--- src/rtl/temp_log_pkg.sv ---
// Shared constants and types for the temperature capture/log block.
package temp_log_pkg;

    localparam int unsigned DefDataW = 4;
    localparam int unsigned DefSysW  = 2;

    localparam logic [1:0] SYS_CEL  = 2'b00;
    localparam logic [1:0] SYS_FAH  = 2'b01;
    localparam logic [1:0] SYS_KEL  = 2'b10;
    localparam logic [1:0] SYS_RSVD = 2'b11;

    typedef enum logic {
        S_IDLE,
        S_HELD
    } stage_state_e;

endpackage

--- src/rtl/temp_capture_log_if.sv ---
// Sample/control bus between the sensor front end and the capture log.
interface temp_capture_log_if #(
    parameter int unsigned DATA_W = 4,
    parameter int unsigned SYS_W  = 2,
    parameter int unsigned DEPTH  = 8
);
    localparam int unsigned CNT_W = $clog2(DEPTH) + 1;

    logic [DATA_W-1:0] temp_in;
    logic [SYS_W-1:0]  sys_in;
    logic              ld;
    logic              st;
    logic              rd;
    logic [DATA_W-1:0] stage_temp;
    logic [SYS_W-1:0]  stage_sys;
    logic              stage_vld;
    logic [DATA_W-1:0] head_temp;
    logic [SYS_W-1:0]  head_sys;
    logic              empty;
    logic              full;
    logic [CNT_W-1:0]  count;
    logic [DATA_W-1:0] min_temp;
    logic [DATA_W-1:0] max_temp;
    logic              stats_vld;
    logic              ovf;
    logic              udf;

    modport master (
        output temp_in, sys_in, ld, st, rd,
        input  stage_temp, stage_sys, stage_vld, head_temp, head_sys, empty, full, count,
               min_temp, max_temp, stats_vld, ovf, udf
    );

    modport slave (
        input  temp_in, sys_in, ld, st, rd,
        output stage_temp, stage_sys, stage_vld, head_temp, head_sys, empty, full, count,
               min_temp, max_temp, stats_vld, ovf, udf
    );

endinterface

--- src/rtl/sync_fifo.sv ---
// Circular buffer with show-ahead head; a push into a full buffer is dropped
// unless a pop succeeds in the same cycle.
module sync_fifo #(
    parameter int unsigned WIDTH = 6,
    parameter int unsigned DEPTH = 8
) (
    input  logic                     clk_i,
    input  logic                     rst_i,
    input  logic                     push_i,
    input  logic [WIDTH-1:0]         data_i,
    input  logic                     pop_i,
    output logic [WIDTH-1:0]         head_o,
    output logic [$clog2(DEPTH):0]   count_o,
    output logic                     full_o,
    output logic                     empty_o,
    output logic                     push_ok_o,
    output logic                     drop_o,
    output logic                     pop_err_o
);
    localparam int unsigned PtrW = $clog2(DEPTH);
    localparam int unsigned CntW = PtrW + 1;

    logic [WIDTH-1:0] mem_q [DEPTH];
    logic [PtrW-1:0]  wptr_q, wptr_d;
    logic [PtrW-1:0]  rptr_q, rptr_d;
    logic [CntW-1:0]  count_q, count_d;
    logic             pop_ok;
    logic             push_ok;

    always_comb begin
        empty_o   = (count_q == '0);
        full_o    = (count_q == CntW'(DEPTH));
        pop_ok    = pop_i & ~empty_o;
        // A same-cycle pop frees the slot, so a push into a full buffer still lands.
        push_ok   = push_i & (~full_o | pop_ok);
        drop_o    = push_i & ~push_ok;
        pop_err_o = pop_i & empty_o;
        push_ok_o = push_ok;
        wptr_d    = push_ok ? wptr_q + PtrW'(1) : wptr_q;
        rptr_d    = pop_ok ? rptr_q + PtrW'(1) : rptr_q;
        count_d   = count_q + CntW'(push_ok) - CntW'(pop_ok);
        head_o    = empty_o ? '0 : mem_q[rptr_q];
        count_o   = count_q;
    end

    always_ff @(posedge clk_i) begin
        if (rst_i) begin
            wptr_q  <= '0;
            rptr_q  <= '0;
            count_q <= '0;
        end else begin
            wptr_q  <= wptr_d;
            rptr_q  <= rptr_d;
            count_q <= count_d;
        end
    end

    always_ff @(posedge clk_i) begin
        if (push_ok && !rst_i) begin
            mem_q[wptr_q] <= data_i;
        end
    end

endmodule

--- src/rtl/temp_capture_log.sv ---
// Staging register, history buffer, running min/max and sticky error flags
// for captured temperature samples.
module temp_capture_log
    import temp_log_pkg::*;
#(
    parameter int unsigned DATA_W = DefDataW,
    parameter int unsigned SYS_W  = DefSysW,
    parameter int unsigned DEPTH  = 8
) (
    input  logic              clk,
    input  logic              clr,
    temp_capture_log_if.slave bus
);
    localparam int unsigned EntW = DATA_W + SYS_W;

    stage_state_e      state_q, state_d;
    logic [DATA_W-1:0] stage_temp_q, stage_temp_d;
    logic [SYS_W-1:0]  stage_sys_q, stage_sys_d;
    logic [DATA_W-1:0] min_q, min_d;
    logic [DATA_W-1:0] max_q, max_d;
    logic              stats_vld_q, stats_vld_d;
    logic              ovf_q, ovf_d;
    logic              udf_q, udf_d;

    logic              push;
    logic              push_ok;
    logic              drop;
    logic              pop_err;
    logic [EntW-1:0]   head;

    always_comb begin
        state_d      = state_q;
        stage_temp_d = stage_temp_q;
        stage_sys_d  = stage_sys_q;
        push         = 1'b0;
        if (bus.ld) begin
            // Load with a concurrent store commits the old value first.
            push         = (state_q == S_HELD) && bus.st;
            stage_temp_d = bus.temp_in;
            stage_sys_d  = bus.sys_in;
            state_d      = S_HELD;
        end else if (bus.st && state_q == S_HELD) begin
            push    = 1'b1;
            state_d = S_IDLE;
        end
    end

    always_comb begin
        min_d       = min_q;
        max_d       = max_q;
        stats_vld_d = stats_vld_q;
        if (push_ok) begin
            stats_vld_d = 1'b1;
            if (!stats_vld_q) begin
                min_d = stage_temp_q;
                max_d = stage_temp_q;
            end else begin
                if (stage_temp_q < min_q) min_d = stage_temp_q;
                if (stage_temp_q > max_q) max_d = stage_temp_q;
            end
        end
        ovf_d = ovf_q | drop;
        udf_d = udf_q | pop_err;
    end

    always_ff @(posedge clk) begin
        if (clr) begin
            state_q      <= S_IDLE;
            stage_temp_q <= '0;
            stage_sys_q  <= '0;
            min_q        <= '0;
            max_q        <= '0;
            stats_vld_q  <= 1'b0;
            ovf_q        <= 1'b0;
            udf_q        <= 1'b0;
        end else begin
            state_q      <= state_d;
            stage_temp_q <= stage_temp_d;
            stage_sys_q  <= stage_sys_d;
            min_q        <= min_d;
            max_q        <= max_d;
            stats_vld_q  <= stats_vld_d;
            ovf_q        <= ovf_d;
            udf_q        <= udf_d;
        end
    end

    sync_fifo #(
        .WIDTH (EntW),
        .DEPTH (DEPTH)
    ) u_fifo (
        .clk_i     (clk),
        .rst_i     (clr),
        .push_i    (push),
        .data_i    ({stage_temp_q, stage_sys_q}),
        .pop_i     (bus.rd),
        .head_o    (head),
        .count_o   (bus.count),
        .full_o    (bus.full),
        .empty_o   (bus.empty),
        .push_ok_o (push_ok),
        .drop_o    (drop),
        .pop_err_o (pop_err)
    );

    always_comb begin
        bus.stage_temp = stage_temp_q;
        bus.stage_sys  = stage_sys_q;
        bus.stage_vld  = (state_q == S_HELD);
        bus.head_temp  = head[EntW-1:SYS_W];
        bus.head_sys   = head[SYS_W-1:0];
        bus.min_temp   = min_q;
        bus.max_temp   = max_q;
        bus.stats_vld  = stats_vld_q;
        bus.ovf        = ovf_q;
        bus.udf        = udf_q;
    end

endmodule

--- src/flat_wrapper.sv ---
// flat-port wrapper written by rule: the top's interface ports become plain ports
module temp_capture_log_flat import temp_log_pkg::*;
#(
    parameter int unsigned DATA_W = DefDataW,
    parameter int unsigned SYS_W  = DefSysW,
    parameter int unsigned DEPTH  = 8
)
  (clk, clr, bus_temp_in, bus_sys_in, bus_ld, bus_st, bus_rd, bus_stage_temp, bus_stage_sys, bus_stage_vld, bus_head_temp, bus_head_sys, bus_empty, bus_full, bus_count, bus_min_temp, bus_max_temp, bus_stats_vld, bus_ovf, bus_udf);
  temp_capture_log_if #(.DATA_W(DATA_W), .SYS_W(SYS_W), .DEPTH(DEPTH)) bus_i ();
  input  logic clk;
  input  logic clr;
  input wire logic [$bits(bus_i.temp_in)-1:0] bus_temp_in;
  input wire logic [$bits(bus_i.sys_in)-1:0] bus_sys_in;
  input wire logic [$bits(bus_i.ld)-1:0] bus_ld;
  input wire logic [$bits(bus_i.st)-1:0] bus_st;
  input wire logic [$bits(bus_i.rd)-1:0] bus_rd;
  output wire logic [$bits(bus_i.stage_temp)-1:0] bus_stage_temp;
  output wire logic [$bits(bus_i.stage_sys)-1:0] bus_stage_sys;
  output wire logic [$bits(bus_i.stage_vld)-1:0] bus_stage_vld;
  output wire logic [$bits(bus_i.head_temp)-1:0] bus_head_temp;
  output wire logic [$bits(bus_i.head_sys)-1:0] bus_head_sys;
  output wire logic [$bits(bus_i.empty)-1:0] bus_empty;
  output wire logic [$bits(bus_i.full)-1:0] bus_full;
  output wire logic [$bits(bus_i.count)-1:0] bus_count;
  output wire logic [$bits(bus_i.min_temp)-1:0] bus_min_temp;
  output wire logic [$bits(bus_i.max_temp)-1:0] bus_max_temp;
  output wire logic [$bits(bus_i.stats_vld)-1:0] bus_stats_vld;
  output wire logic [$bits(bus_i.ovf)-1:0] bus_ovf;
  output wire logic [$bits(bus_i.udf)-1:0] bus_udf;
  assign bus_i.temp_in = bus_temp_in;
  assign bus_i.sys_in = bus_sys_in;
  assign bus_i.ld = bus_ld;
  assign bus_i.st = bus_st;
  assign bus_i.rd = bus_rd;
  assign bus_stage_temp = bus_i.stage_temp;
  assign bus_stage_sys = bus_i.stage_sys;
  assign bus_stage_vld = bus_i.stage_vld;
  assign bus_head_temp = bus_i.head_temp;
  assign bus_head_sys = bus_i.head_sys;
  assign bus_empty = bus_i.empty;
  assign bus_full = bus_i.full;
  assign bus_count = bus_i.count;
  assign bus_min_temp = bus_i.min_temp;
  assign bus_max_temp = bus_i.max_temp;
  assign bus_stats_vld = bus_i.stats_vld;
  assign bus_ovf = bus_i.ovf;
  assign bus_udf = bus_i.udf;
  temp_capture_log #(.DATA_W(DATA_W), .SYS_W(SYS_W), .DEPTH(DEPTH)) u_core (.clk(clk), .clr(clr), .bus(bus_i));
endmodule
--- config.mk ---
export PLATFORM = sky130hd
export DESIGN_NAME = temp_capture_log_flat
export DESIGN_NICKNAME = d
export VERILOG_FILES = /design/src/rtl/temp_log_pkg.sv /design/src/rtl/temp_capture_log_if.sv /design/src/rtl/sync_fifo.sv /design/src/rtl/temp_capture_log.sv /design/src/flat_wrapper.sv
export SDC_FILE = /design/constraint.sdc
export NUM_CORES = 1
export LEC_CHECK = 0
export CORE_ASPECT_RATIO = 1.25
export CORE_MARGIN = 2
export CORE_UTILIZATION = 50
export CTS_CLUSTER_DIAMETER = 200
export DETAILED_ROUTE_END_ITERATION = 8
export PLACE_DENSITY = 0.73
export SLEW_MARGIN = 20
export SYNTH_ARGS = -nofsm -noshare
export SYNTH_HDL_FRONTEND = slang
export SYNTH_SLANG_ARGS = --single-unit
--- constraint.sdc ---
create_clock -name clk -period 2.7 [get_ports clk]
set_input_delay 0.405 -clock clk [delete_from_list [all_inputs] [get_ports clk]]
set_output_delay 0.405 -clock clk [all_outputs]
set_load 0.03 [all_outputs]
==> results of run 1 <==
[synth_stat cells (4+ instances only)]
cell / number / area, µm²
nor2_1: 35 / 131.4
a21oi_1: 5 / 25.02
nand2_1: 10 / 37.54
nor2b_1: 5 / 31.28
nor3_1: 4 / 20.02
mux2i_1: 21 / 210.2
edfxtp_1: 48 / 1441
ha_1: 14 / 175.2
clkbuf_1: 7 / 26.28
mux4_2: 12 / 270.3
dfxtp_1: 31 / 620.6
inv_1: 12 / 45.04
nand2b_1: 8 / 50.05
xnor2_1: 4 / 35.03
[worst max path at each step]
stage	end	slack [ps]	from
floorplan	u_core.u_fifo.count_o[2]	170	u_core.u_fifo.count_o[2]
global placement	u_core.u_fifo.count_o[1]	320	bus_rd
detailed placement	u_core.u_fifo.count_o[1]	280	bus_rd
CTS	bus_empty	150	u_core.u_fifo.count_o[2]
global route	bus_empty	40	u_core.u_fifo.count_o[2]
finish	bus_empty	160	u_core.u_fifo.count_o[2]
[metal layers]
layer  vias to the layer above  routed length [µm]  GRT usage [%]
met5                         -                   0              0
met4                         0                 116          8.036
met3                        11                 182          2.936
met2                        38                3052          30.56
met1                       992                2553          21.21
li1                        979                   -              -
[kinds of logic (layout without fill, tap and decap cells)]
logic type	after synthesis	in the layout	synth area share (%)
compound gates	14	14	3.117
fa+ha+maj	15	15	5.858
xor+xnor	6	6	1.577
flops	79	79	61.89
simple gates	72	72	10.51
mux	33	33	14.42
buf+inv	21	82	2.628
[registers in the layout, summed over array words and instances (netlist names), named ones only]
name and flops:
u_core.bus.max_temp 4, u_core.u_fifo.count_o 4, u_core.bus.stats_vld 1, u_core.u_fifo.rptr_q 3, u_core.bus.udf 1, u_core.bus.min_temp 4, u_core.bus.stage_vld 1, u_core.bus.stage_sys 2
u_core.bus.stage_temp 4, u_core.bus.ovf 1, u_core.u_fifo.wptr_q 3, u_core.u_fifo.mem_q 48
[metrics by stage]
step                utilization, %  cells  hold slack [ps]  setup slack, ps  cell area (µm²)
floorplan                        -    240            472.5            173.8             3338
global placement             59.93    372            461.1            323.5             3910
detailed placement           59.93    372            470.3            282.1             3910
CTS                          62.85    388            491.6            149.6             4100
global route                 62.85    388            511.6            35.84             4100
finish                       62.85    388            491.1            160.9             4100
[tightest hold or removal path: stages (launching register included)]
cell	delay, ps
dfxtp_1	340
a21oi_1	40
nor2_1	70
[layout by cell type, fill, tap and decap left out, types with 2 or more instances in the layout]
| cell | synthesis | layout |
|---|---|---|
| clkdlybuf4s50_1 | 0 | 34 |
| inv_1 | 12 | 12 |
| mux2i_1 | 21 | 21 |
| a21oi_1 | 5 | 5 |
| buf_4 | 0 | 14 |
| edfxtp_1 | 48 | 48 |
| xor2_1 | 2 | 2 |
| o21ai_0 | 2 | 2 |
| nand2_1 | 10 | 10 |
| dlygate4sd2_1 | 0 | 6 |
| and3_1 | 2 | 2 |
| nor2b_1 | 5 | 5 |
| mux4_2 | 12 | 12 |
| inv_6 | 0 | 2 |
| ha_1 | 14 | 14 |
| o211ai_1 | 2 | 2 |
| xnor2_1 | 4 | 4 |
| nor3_1 | 4 | 4 |
| nor2_1 | 35 | 35 |
| clkbuf_8 | 0 | 9 |
| dfxtp_1 | 31 | 31 |
| nand2b_1 | 8 | 8 |
| clkinv_4 | 0 | 2 |
[area by class of cell]
class	instances	area (µm²)	share of cell area, %
clock buffers	10	148.9	3.631
multi-input cells	140	1189	28.99
clock inverters	6	48.80	1.190
repair buffers	54	498.0	12.15
inverters	12	45.04	1.099
flip-flops and latches	79	2062	50.29
well taps	87	108.9	2.655
[power by group through the flow]
stage	Combinational [mW]	Clock, mW	Sequential, mW
floorplan	0.727	0	1.53
global placement	1.17	0	1.45
detailed placement	1.19	0	1.46
CTS	1.15	0.869	1.43
global route	1.24	0.920	1.44
finish	1.13	0.847	1.43
==> flow_summary.ini, run 1 <==
[status]
status = completed

[floorplan]
die_h_um = 95.27
fp.dieW_um = 77.02
num_rows = 33
die_area_um2 = 7337
core_area_um2 = 6524
io_pins = 41
start_util_pct = 51.07

[sta]
tightest_slew_ps = 528.5
slew_headroom_pct = 64.72
rsz0062_at_grt = false
period_needed_ps = 2539
drv_slew = 0
setup_violations = 0
tns_ps = 0
fmax_mhz = 393.8
fin_crit_sh_pct = 94.04
finalHoldViolCount = 0
finalClockSkew_ps = 6.955

[setup_path]
cp_num_buf_inv = 2
timing.rr.start = u_core.u_fifo.count_o[2]
rr_endpoint = u_core.u_fifo.count_o[2]
critPathArrivalTime_ps = 2130
worst_setup_path_end_kind = primary output
crit_path_cell_trace = inv_1 -> ha_1 -> nor3b_4 -> clkdlybuf4s50_1
cp.required_ps = 2300
critPathTopFamily = buffers and inverters
worst-setup-path-type = reg2out
critPathMaxFanout = 9
reg2regPathDepth = 10
max_stage_delay_ps = 750
worstSetupStartpointType = flip-flop
slowest_stage = clkdlybuf4s50_1
r2r_slack_ps = 320
cp.depth = 4

[synthesis]
synth_ff_type = edfxtp_1
synth_edf_count = 48
synth_cells = 240
yosys_warnings = 0
post_synth_num_cell_types = 34
syn_area_um2 = 3332
synth_seq_cells = 79
async_reset_ff_share_pct = 0
yosysSeqAreaShare_pct = 61.89
synth_nets = 266
postSynthAreaPerCell_um2 = 13.88

[drt]
vias = 2020
ant_nets = 0
drt-total-wl_um = 5905
remaining_drc_errors = 0
wire_per_inst_um = 15.22
vias_per_cell = 5.206
first_pass_iters = 4
drt_iter0_markers = 102

[clock_network]
clk_latency_ps = 350
clock-sinks = 79
cts_tree = done
cts_resized = 6
postCtsHoldBufs = 0
cts_made_buffers = 9
cts.clk_slew.worst_paths_ps = 80
post_cts_buffers = 0
cts_max_level = 3
clockBufferDepth = 2
clock-root-buffer = clkbuf_8

[run]
cap_violations = 0

[power_and_ir_drop]
peakVddDrop_mv = 0.5074
p_leak_nw = 1.469
pwr-share-seq_pct = 41.9
p_comb_share_pct = 33.2
power.internal_mw = 2.271
swShare_pct = 33.36
p_switching_mw = 1.137
total_power_mw = 3.408
p_per_area_nw_per_um2 = 831.2
p_clk_share_pct = 24.8

[final_layout]
diodes = 0
fillers = 556
area_growth_pct = 23.06
final_layout_size_suffix_gt1_share_pct = 15.95
fin_nets = 322

[global_routing]
grt_antenna_before_repair = 0
grt_pass1_vias = 1956
grt_max_degree = 20
gr-usage-all-layers_pct = 17.39
grt_pass1_wl_um = 9584
grt_overflow = 0

[placement]
dp_hpwl_um = 4124
place.port_buffers = 40
gp_congestion = 0.7721

[worst_hold_path]
whs_endpoint = u_core.bus.udf
min_path_type = reg2reg
hp-start = u_core.bus.udf
worstHoldPathCells = 2
No activity file was read; power rests on OpenSTA's default activity.
==> run 2: changes to the inputs <==
ABC_CLOCK_PERIOD_IN_PS = 2700   (was default)
CORE_MARGIN = 4   (was 2)
==> run 2 against run 1 <==
Net effect:
- hold slack worse by 12 ps
- global-route usage shrank 0.65 points
- sequential share of layout area is 0.28 points higher
- die area up 9.6%
- critical path depth unchanged
- cell area shrank 0.55%
- setup slack improved by 21 ps
- power decreased by 2.3%
- clock power is 8.7% lower
- critical endpoint unchanged
==> flow_summary.ini, run 2 (synthesis gave the netlist of run 1 again) <==
[setup_path]
worst_setup_path_end_kind = primary output
crit_path_cell_trace = inv_1 -> ha_1 -> nor3b_4 -> clkdlybuf4s50_1
cp.required_ps = 2300
worstSetupStartpointType = flip-flop
critPathArrivalTime_ps = 2110
slowest_stage = clkdlybuf4s50_1
cp_num_buf_inv = 2
critPathMaxFanout = 9
critPathTopFamily = buffers and inverters
max_stage_delay_ps = 760
worst-setup-path-type = reg2out

[drt]
remaining_drc_errors = 0
wire_per_inst_um = 15.36
first_pass_iters = 4
ant_nets = 0
vias = 2014
drt-total-wl_um = 5960
vias_per_cell = 5.191
drt_iter0_markers = 111

[global_routing]
gr-usage-all-layers_pct = 16.75
grt_pass1_vias = 2096
grt_max_degree = 36
grt_antenna_before_repair = 0
grt_overflow = 0
grt_pass1_wl_um = 10070

[sta]
drv_slew = 0
slew_headroom_pct = 66.20
tightest_slew_ps = 506.3
tns_ps = 0
finalClockSkew_ps = 8.617
fmax_mhz = 397.1
fin_crit_sh_pct = 93.27
period_needed_ps = 2518
finalHoldViolCount = 0
setup_violations = 0
rsz0062_at_grt = false

[floorplan]
core_area_um2 = 6524
num_rows = 33
fp.dieW_um = 81.02
die_h_um = 99.27
die_area_um2 = 8042
start_util_pct = 51.07
io_pins = 41

[power_and_ir_drop]
p_leak_nw = 1.458
p_switching_mw = 1.100
power.internal_mw = 2.229
p_clk_share_pct = 23.2
swShare_pct = 33.04
p_per_area_nw_per_um2 = 816.5
peakVddDrop_mv = 0.5214
p_comb_share_pct = 33.9
pwr-share-seq_pct = 42.8

[final_layout]
largest-register = u_core.u_fifo.mem_q
final_core_util_pct = 62.50
layout_commonest_cell = edfxtp_1
largest_reg_flops = 48
diodes = 0
area_growth_pct = 22.38
most-common-layout-cells = 48 x edfxtp_1, 35 x nor2_1, 34 x clkdlybuf4s50_1
final_layout_size_suffix_gt1_share_pct = 15.28
fin_nets = 322

[clock_network]
cts_tree = done
postCtsHoldBufs = 0
clk_latency_ps = 340
clock-root-buffer = clkbuf_8
post_cts_buffers = 0
cts_resized = 6
clockBufferDepth = 2
cts_max_level = 3
cts.clk_slew.worst_paths_ps = 80
cts_made_buffers = 9
clock-sinks = 79

[placement]
gp_congestion = 0.8134
dp_hpwl_um = 4278
place.port_buffers = 40

[worst_hold_path]
min_path_type = reg2reg

[run]
cap_violations = 0

[status]
status = completed
## run 2: worst register-to-register path: stages, from the launching register on
cell and delay, ps:
dfxtp_1 320, inv_1 100, ha_1 180, nor3b_4 420, nor2b_1 150, nand2_1 150
o21ai_0 110, ha_1 230, fa_1 380, xnor2_1 150, nor2_1 50
## run 2: path summary, 6_finish.rpt
check / startpoint / end / slack (ps) / cells after the start
max: u_core.u_fifo.count_o[2] / bus_empty / 180 / 4
min: u_core.bus.udf / u_core.bus.udf / 480 / 2
max reg2reg: u_core.u_fifo.count_o[2] / u_core.u_fifo.count_o[2] / 350 / 10
min reg2reg: u_core.bus.udf / u_core.bus.udf / 480 / 2
## run 2: area by class of cell
type | count | area, µm²
multi-input combinational | 140 | 1189
clock buffer | 11 | 141.4
fill | 551 | 2446
clock inverter | 5 | 33.78
inverter | 12 | 45.04
tap | 87 | 108.9
timing repair buffer | 54 | 498.0
sequential | 79 | 2062
## run 2: routing by layer
layer  up-vias  wire [µm]  track usage, %
met4         0         68           7.022
met1       994       2633           21.22
li1        971          -               -
met2        43       3025           27.58
met3         6        232           3.623
met5         -          0               0
## run 2: per-stage QoR
stage / instances / setup WS, ps / cell area (µm²) / hold slack, ps / power (mW)
floorplan: 240 / 173.8 / 3338 / 472.5 / 2.257
global placement: 372 / 324.3 / 3910 / 452.1 / 2.631
detailed placement: 372 / 273.1 / 3910 / 466.9 / 2.647
CTS: 388 / 159.3 / 4078 / 486.1 / 3.374
global route: 388 / 62.05 / 4078 / 519.0 / 3.527
finish: 388 / 181.7 / 4078 / 478.9 / 3.330
## run 2: power by group through the flow
stage          clock network, mW  logic (mW)  registers [mW]
6_report                   0.773        1.13            1.43
5_1_grt                    0.851        1.24            1.44
4_1_cts                    0.795        1.15            1.43
3_5_place_dp                   0        1.19            1.46
3_3_place_gp                   0        1.18            1.45
2_1_floorplan                  0       0.727            1.53
==> run 3: changes to the inputs <==
SLEW_MARGIN = 10   (was 20)
==> results of run 3 <==
The final DEF is identical to that of run 2; final timing and power are the same.
